## src/rtl/axi_arb_pkg.sv

```systemverilog
// Shared definitions for the two-master AXI-lite arbiter.
// Contents: default bus widths, FSM state encoding, one-hot grant codes.
package axi_arb_pkg;

  localparam int ARB_ADDR_W = 3;
  localparam int ARB_DATA_W = 4;

  typedef enum logic [2:0] {
    IDLE    = 3'd0,
    WR_ADDR = 3'd1,
    WR_RESP = 3'd2,
    RD_ADDR = 3'd3,
    RD_DATA = 3'd4
  } arb_state_e;

  localparam logic [1:0] GNT_NONE = 2'b00;
  localparam logic [1:0] GNT_M0   = 2'b01;
  localparam logic [1:0] GNT_M1   = 2'b10;

endpackage

```

## src/rtl/rr_pick2.sv

```systemverilog
// Combinational two-requester picker.
// Ports: req[1:0] request per master, prio = master favoured on contention,
//        gnt[1:0] one-hot winner (GNT_NONE when nobody requests).
// Build option ARB_FIXED_PRIO_EN: master 0 always wins and prio is ignored.
module rr_pick2
  import axi_arb_pkg::*;
(
  input  logic [1:0] req,
  input  logic       prio,
  output logic [1:0] gnt
);

  always_comb begin
    gnt = GNT_NONE;
`ifdef ARB_FIXED_PRIO_EN
    if (req[0])      gnt = GNT_M0;
    else if (req[1]) gnt = GNT_M1;
`else
    if (req == 2'b11) gnt = prio ? GNT_M1 : GNT_M0;
    else              gnt = req;
`endif
  end

endmodule

```

## src/rtl/axi_lite_arbiter.sv

```systemverilog
// Two-master / one-slave AXI-lite arbiter. One whole transaction (AW+W+B or
// AR+R) is owned by one master at a time; writes beat reads within a master.
// Ports: clk, rst (sync, active-high); m0_*/m1_* master-side channels;
//        s_* slave-side channels; grant (one-hot owner, 0 when idle);
//        busy (not IDLE); state (FSM state, debug visibility).
// Handshake: a channel transfers on a cycle where valid and ready are both
//        high; forwarded valid/ready pass straight through the granted path.
// Build option ARB_FIXED_PRIO_EN: fixed priority for master 0 instead of
//        round-robin.
module axi_lite_arbiter
  import axi_arb_pkg::*;
#(
  parameter int ADDR_W = ARB_ADDR_W,
  parameter int DATA_W = ARB_DATA_W
) (
  input  logic              clk,
  input  logic              rst,
  input  logic              m0_aw_valid,
  input  logic [ADDR_W-1:0] m0_aw_addr,
  output logic              m0_aw_ready,
  input  logic              m0_w_valid,
  input  logic [DATA_W-1:0] m0_w_data,
  output logic              m0_w_ready,
  output logic              m0_b_valid,
  input  logic              m0_b_ready,
  input  logic              m0_ar_valid,
  input  logic [ADDR_W-1:0] m0_ar_addr,
  output logic              m0_ar_ready,
  output logic              m0_r_valid,
  output logic [DATA_W-1:0] m0_r_data,
  input  logic              m0_r_ready,
  input  logic              m1_aw_valid,
  input  logic [ADDR_W-1:0] m1_aw_addr,
  output logic              m1_aw_ready,
  input  logic              m1_w_valid,
  input  logic [DATA_W-1:0] m1_w_data,
  output logic              m1_w_ready,
  output logic              m1_b_valid,
  input  logic              m1_b_ready,
  input  logic              m1_ar_valid,
  input  logic [ADDR_W-1:0] m1_ar_addr,
  output logic              m1_ar_ready,
  output logic              m1_r_valid,
  output logic [DATA_W-1:0] m1_r_data,
  input  logic              m1_r_ready,
  output logic              s_aw_valid,
  output logic [ADDR_W-1:0] s_aw_addr,
  input  logic              s_aw_ready,
  output logic              s_w_valid,
  output logic [DATA_W-1:0] s_w_data,
  input  logic              s_w_ready,
  input  logic              s_b_valid,
  output logic              s_b_ready,
  output logic              s_ar_valid,
  output logic [ADDR_W-1:0] s_ar_addr,
  input  logic              s_ar_ready,
  input  logic              s_r_valid,
  input  logic [DATA_W-1:0] s_r_data,
  output logic              s_r_ready,
  output logic [1:0]        grant,
  output logic              busy,
  output logic [2:0]        state
);

  localparam logic [2:0] ST_IDLE    = IDLE;
  localparam logic [2:0] ST_WR_ADDR = WR_ADDR;
  localparam logic [2:0] ST_WR_RESP = WR_RESP;
  localparam logic [2:0] ST_RD_ADDR = RD_ADDR;
  localparam logic [2:0] ST_RD_DATA = RD_DATA;

  logic [2:0] state_q;
  logic [1:0] grant_q;
  logic       aw_done, w_done;
  logic [1:0] req, pick;
  logic       pick_prio;

`ifdef ARB_FIXED_PRIO_EN
  assign pick_prio = 1'b0;
`else
  logic prio_q;
  assign pick_prio = prio_q;
`endif

  assign req = {m1_aw_valid | m1_ar_valid, m0_aw_valid | m0_ar_valid};

  rr_pick2 u_pick (
    .req  (req),
    .prio (pick_prio),
    .gnt  (pick)
  );

  // sel picks master 1's signals; in IDLE everything below is gated off.
  logic sel;
  assign sel = grant_q[1];

  logic              sel_aw_valid, sel_w_valid, sel_b_ready, sel_ar_valid, sel_r_ready;
  logic [ADDR_W-1:0] sel_aw_addr, sel_ar_addr;
  logic [DATA_W-1:0] sel_w_data;

  assign sel_aw_valid = sel ? m1_aw_valid : m0_aw_valid;
  assign sel_aw_addr  = sel ? m1_aw_addr  : m0_aw_addr;
  assign sel_w_valid  = sel ? m1_w_valid  : m0_w_valid;
  assign sel_w_data   = sel ? m1_w_data   : m0_w_data;
  assign sel_b_ready  = sel ? m1_b_ready  : m0_b_ready;
  assign sel_ar_valid = sel ? m1_ar_valid : m0_ar_valid;
  assign sel_ar_addr  = sel ? m1_ar_addr  : m0_ar_addr;
  assign sel_r_ready  = sel ? m1_r_ready  : m0_r_ready;

  logic in_wa, in_wr, in_ra, in_rd;
  assign in_wa = (state_q == ST_WR_ADDR);
  assign in_wr = (state_q == ST_WR_RESP);
  assign in_ra = (state_q == ST_RD_ADDR);
  assign in_rd = (state_q == ST_RD_DATA);

  // A channel that already handshook is masked so no second beat leaks through.
  assign s_aw_valid = in_wa & ~aw_done & sel_aw_valid;
  assign s_aw_addr  = in_wa ? sel_aw_addr : '0;
  assign s_w_valid  = in_wa & ~w_done & sel_w_valid;
  assign s_w_data   = in_wa ? sel_w_data : '0;
  assign s_b_ready  = in_wr & sel_b_ready;
  assign s_ar_valid = in_ra & sel_ar_valid;
  assign s_ar_addr  = in_ra ? sel_ar_addr : '0;
  assign s_r_ready  = in_rd & sel_r_ready;

  logic              aw_rdy, w_rdy, b_vld, ar_rdy, r_vld;
  logic [DATA_W-1:0] r_dat;
  assign aw_rdy = in_wa & ~aw_done & s_aw_ready;
  assign w_rdy  = in_wa & ~w_done & s_w_ready;
  assign b_vld  = in_wr & s_b_valid;
  assign ar_rdy = in_ra & s_ar_ready;
  assign r_vld  = in_rd & s_r_valid;
  assign r_dat  = in_rd ? s_r_data : '0;

  assign m0_aw_ready = aw_rdy & ~sel;
  assign m1_aw_ready = aw_rdy & sel;
  assign m0_w_ready  = w_rdy & ~sel;
  assign m1_w_ready  = w_rdy & sel;
  assign m0_b_valid  = b_vld & ~sel;
  assign m1_b_valid  = b_vld & sel;
  assign m0_ar_ready = ar_rdy & ~sel;
  assign m1_ar_ready = ar_rdy & sel;
  assign m0_r_valid  = r_vld & ~sel;
  assign m1_r_valid  = r_vld & sel;
  assign m0_r_data   = sel ? '0 : r_dat;
  assign m1_r_data   = sel ? r_dat : '0;

  logic aw_fire, w_fire, b_fire, ar_fire, r_fire;
  assign aw_fire = s_aw_valid & s_aw_ready;
  assign w_fire  = s_w_valid & s_w_ready;
  assign b_fire  = b_vld & sel_b_ready;
  assign ar_fire = s_ar_valid & s_ar_ready;
  assign r_fire  = r_vld & sel_r_ready;

  always_ff @(posedge clk) begin
    if (rst) begin
      state_q <= ST_IDLE;
      grant_q <= GNT_NONE;
      aw_done <= 1'b0;
      w_done  <= 1'b0;
    end else begin
      case (state_q)
        ST_IDLE: begin
          aw_done <= 1'b0;
          w_done  <= 1'b0;
          if (pick != GNT_NONE) begin
            grant_q <= pick;
            state_q <= (pick[1] ? m1_aw_valid : m0_aw_valid) ? ST_WR_ADDR : ST_RD_ADDR;
          end
        end
        ST_WR_ADDR: begin
          if ((aw_done | aw_fire) && (w_done | w_fire)) begin
            state_q <= ST_WR_RESP;
            aw_done <= 1'b0;
            w_done  <= 1'b0;
          end else begin
            if (aw_fire) aw_done <= 1'b1;
            if (w_fire)  w_done  <= 1'b1;
          end
        end
        ST_WR_RESP: begin
          if (b_fire) begin
            state_q <= ST_IDLE;
            grant_q <= GNT_NONE;
          end
        end
        ST_RD_ADDR: begin
          if (ar_fire) state_q <= ST_RD_DATA;
        end
        ST_RD_DATA: begin
          if (r_fire) begin
            state_q <= ST_IDLE;
            grant_q <= GNT_NONE;
          end
        end
        default: begin
          state_q <= ST_IDLE;
          grant_q <= GNT_NONE;
        end
      endcase
    end
  end

`ifndef ARB_FIXED_PRIO_EN
  // After a completion the other master is favoured next time both ask.
  always_ff @(posedge clk) begin
    if (rst)                  prio_q <= 1'b0;
    else if (b_fire | r_fire) prio_q <= ~sel;
  end
`endif

  assign grant = grant_q;
  assign busy  = (state_q != ST_IDLE);
  assign state = state_q;

endmodule

```

## config.mk

```make
export PLATFORM = sky130hd
export DESIGN_NAME = axi_lite_arbiter
export DESIGN_NICKNAME = d
export VERILOG_FILES = /design/src/rtl/axi_arb_pkg.sv /design/src/rtl/rr_pick2.sv /design/src/rtl/axi_lite_arbiter.sv
export SDC_FILE = /design/constraint.sdc
export NUM_CORES = 1
export LEC_CHECK = 0
export CORE_MARGIN = 10
export CORE_UTILIZATION = 35
export CTS_BUF_LIST = sky130_fd_sc_hd__clkbuf_4
export DETAILED_ROUTE_END_ITERATION = 10
export GPL_TIMING_DRIVEN = 0
export PLACE_DENSITY = 0.88
export REMOVE_ABC_BUFFERS = 1
export SLEW_MARGIN = 20
export SYNTH_ARGS = -nofsm -noshare
export SYNTH_HDL_FRONTEND = slang
export SYNTH_SLANG_ARGS = --single-unit
```

## constraint.sdc

```tcl
create_clock -name clk -period 3.62 [get_ports clk]
set_input_delay 0.724 -clock clk [delete_from_list [all_inputs] [get_ports clk]]
set_output_delay 0.724 -clock clk [all_outputs]
set_load 0.02 [all_outputs]
```

==> summary.json <==
{
  "final-hold-violation-count": {"value": 0},
  "accumulated_negative_setup_slack": {"value": 0, "unit": "ns"},
  "clock_insertion_delay_worst_skew": {"value": 0.26, "unit": "ns"},
  "ys_seq_area_share": {"value": 17.53, "unit": "%"},
  "final_nets": {"value": 241},
  "global_route.usage.total": {"value": 14.75, "unit": "%"},
  "port_buffers": {"value": 79},
  "area_delta_synth_final": {"value": 88.90, "unit": "%"},
  "worst-endpoint-arrival": {"value": 2.53, "unit": "ns"},
  "gp_routability_congestion": {"value": 0.7615},
  "detail_route.drc_violations": {"value": 0},
  "drive_gt1_share": {"value": 6.566, "unit": "%"},
  "die_area": {"value": 5053, "unit": "µm²"},
  "area_of_the_mapped_netlist": {"value": 913.4, "unit": "µm²"},
  "detailed_router_s_first_iteration_violation_count": {"value": 55},
  "setup.worst_path.class": {"value": "flip-flop to output port"},
  "antenna_cells": {"value": 0},
  "syn_inst": {"value": 124},
  "worst_setup_hold_path_clk_slew": {"value": 0.06, "unit": "ns"},
  "run_status": {"value": "complete, no violations"},
  "min_path_type": {"value": "flip-flop to flip-flop"},
  "globalRoute.totalOverflow": {"value": 0},
  "timing_max_transition_violations_final": {"value": 0},
  "tightestPinTransition": {"value": 0.6893, "unit": "ns"},
  "peakVddDrop": {"value": 0.4264, "unit": "mV"},
  "share_of_the_clock_period_used_by_the_worst_path": {"value": 89.77, "unit": "%"},
  "skew": {"value": 0.001329, "unit": "ns"},
  "grt_antenna_before_repair": {"value": 0},
  "numClockSinks": {"value": 8},
  "power_density": {"value": 473.6, "unit": "nW/µm²"},
  "vias": {"value": 1205},
  "design_area": {"value": 1725, "unit": "µm²"},
  "total_routed_length": {"value": 3851, "unit": "µm"},
  "post_dp_cell_area": {"value": 1703, "unit": "µm²"},
  "crit_path_max_fanout": {"value": 13},
  "routedWlPerCell": {"value": 16.89, "unit": "µm"},
  "slowest_delay": {"value": 0.61, "unit": "ns"},
  "slew_headroom": {"value": 54.04, "unit": "%"},
  "chipHeight": {"value": 71.09, "unit": "µm"},
  "max_clock_freq": {"value": 307.7, "unit": "MHz"},
  "leakage": {"value": 0.6577, "unit": "nW"},
  "grt_pass1_vias": {"value": 1245},
  "synth-seq-cells": {"value": 8},
  "clock_tree.buffer_depth": {"value": 2},
  "worstSetupEndpointType": {"value": "output port"},
  "required": {"value": 2.90, "unit": "ns"},
  "cts_tree": {"value": "built"},
  "dpl.hpwl": {"value": 3176, "unit": "µm"},
  "fp.coreArea": {"value": 2477, "unit": "µm²"},
  "setup-violations-final": {"value": 0},
  "critPathTopFamily": {"value": "simple AND/OR/NAND/NOR gates"},
  "startpoint_type": {"value": "flip-flop"},
  "floorplan.die.width": {"value": 71.09, "unit": "µm"},
  "holdBufCountCts": {"value": 0},
  "grt_max_degree": {"value": 29},
  "post_cts.repair.setup_buffers": {"value": 0},
  "ctsResizeCount": {"value": 0},
  "critical_path.cell_chain": {"value": "or3b_1, nor3b_1, and2_1, clkdlybuf4s50_1"},
  "synth-warning-count": {"value": 0},
  "initial_utilization": {"value": 36.87, "unit": "%"},
  "ys_types": {"value": 38},
  "number_of_ports_placed_on_the_die_boundary": {"value": 80},
  "firstDrtPassIters": {"value": 4},
  "cpMaxStageDelayCell": {"value": "clkdlybuf4s50_1"},
  "antenna_violating_nets_post_route": {"value": 0},
  "htree_levels": {"value": 1},
  "timing.final.crit_period": {"value": 3.250, "unit": "ns"},
  "vias_per_cell": {"value": 5.285},
  "grt_first_pass_wirelength": {"value": 6299, "unit": "µm"},
  "avgSynthCellArea": {"value": 7.366, "unit": "µm²"},
  "cts_buffers": {"value": 3},
  "buffering_stage_count_on_the_worst_path_with_inverters_included": {"value": 1},
  "cts.root.buffer_cell": {"value": "clkbuf_4"},
  "rows": {"value": 18},
  "grt_setup_unrepaired": {"value": "false"},
  "cap_viol_max_count": {"value": 0}
}
synth_stat cells:
cell / number / share of area, %
nor2_1: 27 / 11
mux2i_1: 14 / 15
and3_1: 12 / 8.2
dfxtp_1: 8 / 18
a21oi_1: 4 / 2.2
clkbuf_1: 4 / 1.6
inv_1: 4 / 1.6
nand2_1: 4 / 1.6
nor3_1: 4 / 2.2
nor3b_1: 4 / 3.3
mux2_4: 3 / 4.9
nand3_1: 3 / 1.6
nor2b_1: 3 / 2.1
a211oi_1: 2 / 1.6
a21oi_2: 2 / 1.9
a22o_1: 2 / 1.9
and2_1: 2 / 1.4
buf_2: 2 / 1.1
a2111o_1: 1 / 1.2
a211o_1: 1 / 0.96
a21boi_1: 1 / 0.82
a221oi_2: 1 / 1.6
a22oi_1: 1 / 0.82
a31oi_1: 1 / 0.69
and3b_1: 1 / 0.96
buf_1: 1 / 0.41
buf_6: 1 / 1.2
nand2b_1: 1 / 0.69
nand3b_1: 1 / 0.82
nor3b_2: 1 / 1.4
o211a_2: 1 / 1.1
o211ai_1: 1 / 0.82
o21ai_1: 1 / 0.55
o21bai_1: 1 / 0.82
o21bai_2: 1 / 1.2
o31ai_1: 1 / 0.82
or3_1: 1 / 0.69
or3b_1: 1 / 0.96
report_power, final:
group          total (mW)  internal (mW)  switching [mW]
clock              0.0721         0.0382          0.0339
sequential          0.177          0.110          0.0663
combinational       0.568          0.282           0.286
total               0.817          0.431           0.386
placed cells by master, fill, tap and decap left out, drive strengths merged, types with 2 or more instances in the layout:
master	synthesis	routed
a211oi	2	2
a21oi	6	6
a22o	2	2
and2	2	2
and3	12	12
clkbuf	4	3
clkdlybuf4s50	0	79
dfxtp	8	8
inv	4	4
mux2	3	3
mux2i	14	14
nand2	4	4
nand3	3	3
nor2	27	27
nor2b	3	3
nor3	4	4
nor3b	5	5
o21bai	2	2
worst reg2reg max path: stages, from the launching register on:
cell,delay [ns]
dfxtp_2,0.77
mux2_4,0.39
a2111o_1,0.42
o211a_2,0.16
a21oi_1,0.17
a211oi_1,0.07
worst paths after layout:
path                          from                    end  slack (ns)  depth (start not counted)
max          state[0]$_SDFFE_PP0P_            m0_aw_ready        0.37                          4
min reg2reg  grant[0]$_SDFFE_PP0P_  grant[0]$_SDFFE_PP0P_        0.50                          1
min          grant[0]$_SDFFE_PP0P_  grant[0]$_SDFFE_PP0P_        0.50                          1
max reg2reg  grant[1]$_SDFFE_PP0P_  state[1]$_SDFFE_PP0P_        1.52                          5
logic make-up after synthesis:
logic type             after synthesis  synth area share (%)
AOI/OAI and AO/OA                   22                 19.18
buffers and inverters               12                 6.026
DFF                                  8                 17.53
muxes                               17                 20.27
and+or+nand+nor                     65                 36.99
state kept, by name, summed over array words and instances (netlist names):
name / cells
w_done: 1
state: 3
pick_prio: 1
aw_done: 1
grant: 2
cell type report:
type / count / area (µm²)
clock buffers: 3 / 22.52
inverters: 4 / 15.01
multi-input cells: 104 / 698.2
fillers: 199 / 752.0
well taps: 30 / 37.54
repair buffers: 79 / 790.8
flip-flops and latches: 8 / 161.4
per-stage QoR:
step	utilization (%)	std cells	worst slack, ns	total power [mW]	hold WS [ns]
2_1_floorplan	-	116	0.9835	0.4784	0.4750
3_3_place_gp	68.69	225	0.4322	0.7350	0.4663
3_5_place_dp	68.74	225	0.6136	0.7436	0.4676
4_1_cts	69.65	228	0.3577	0.8207	0.4992
5_1_grt	69.65	228	0.1725	0.8692	0.5258
6_report	69.65	228	0.3703	0.8171	0.5006
layer usage:
layer	wire length, µm	track usage [%]	share of wire, %
met4	46	3.441	1.2
met3	295	4.881	7.7
met1	1476	15.95	38
met2	2033	26.90	53
met5	0	0	0
Note: power is estimated with default switching activity, not from simulation.
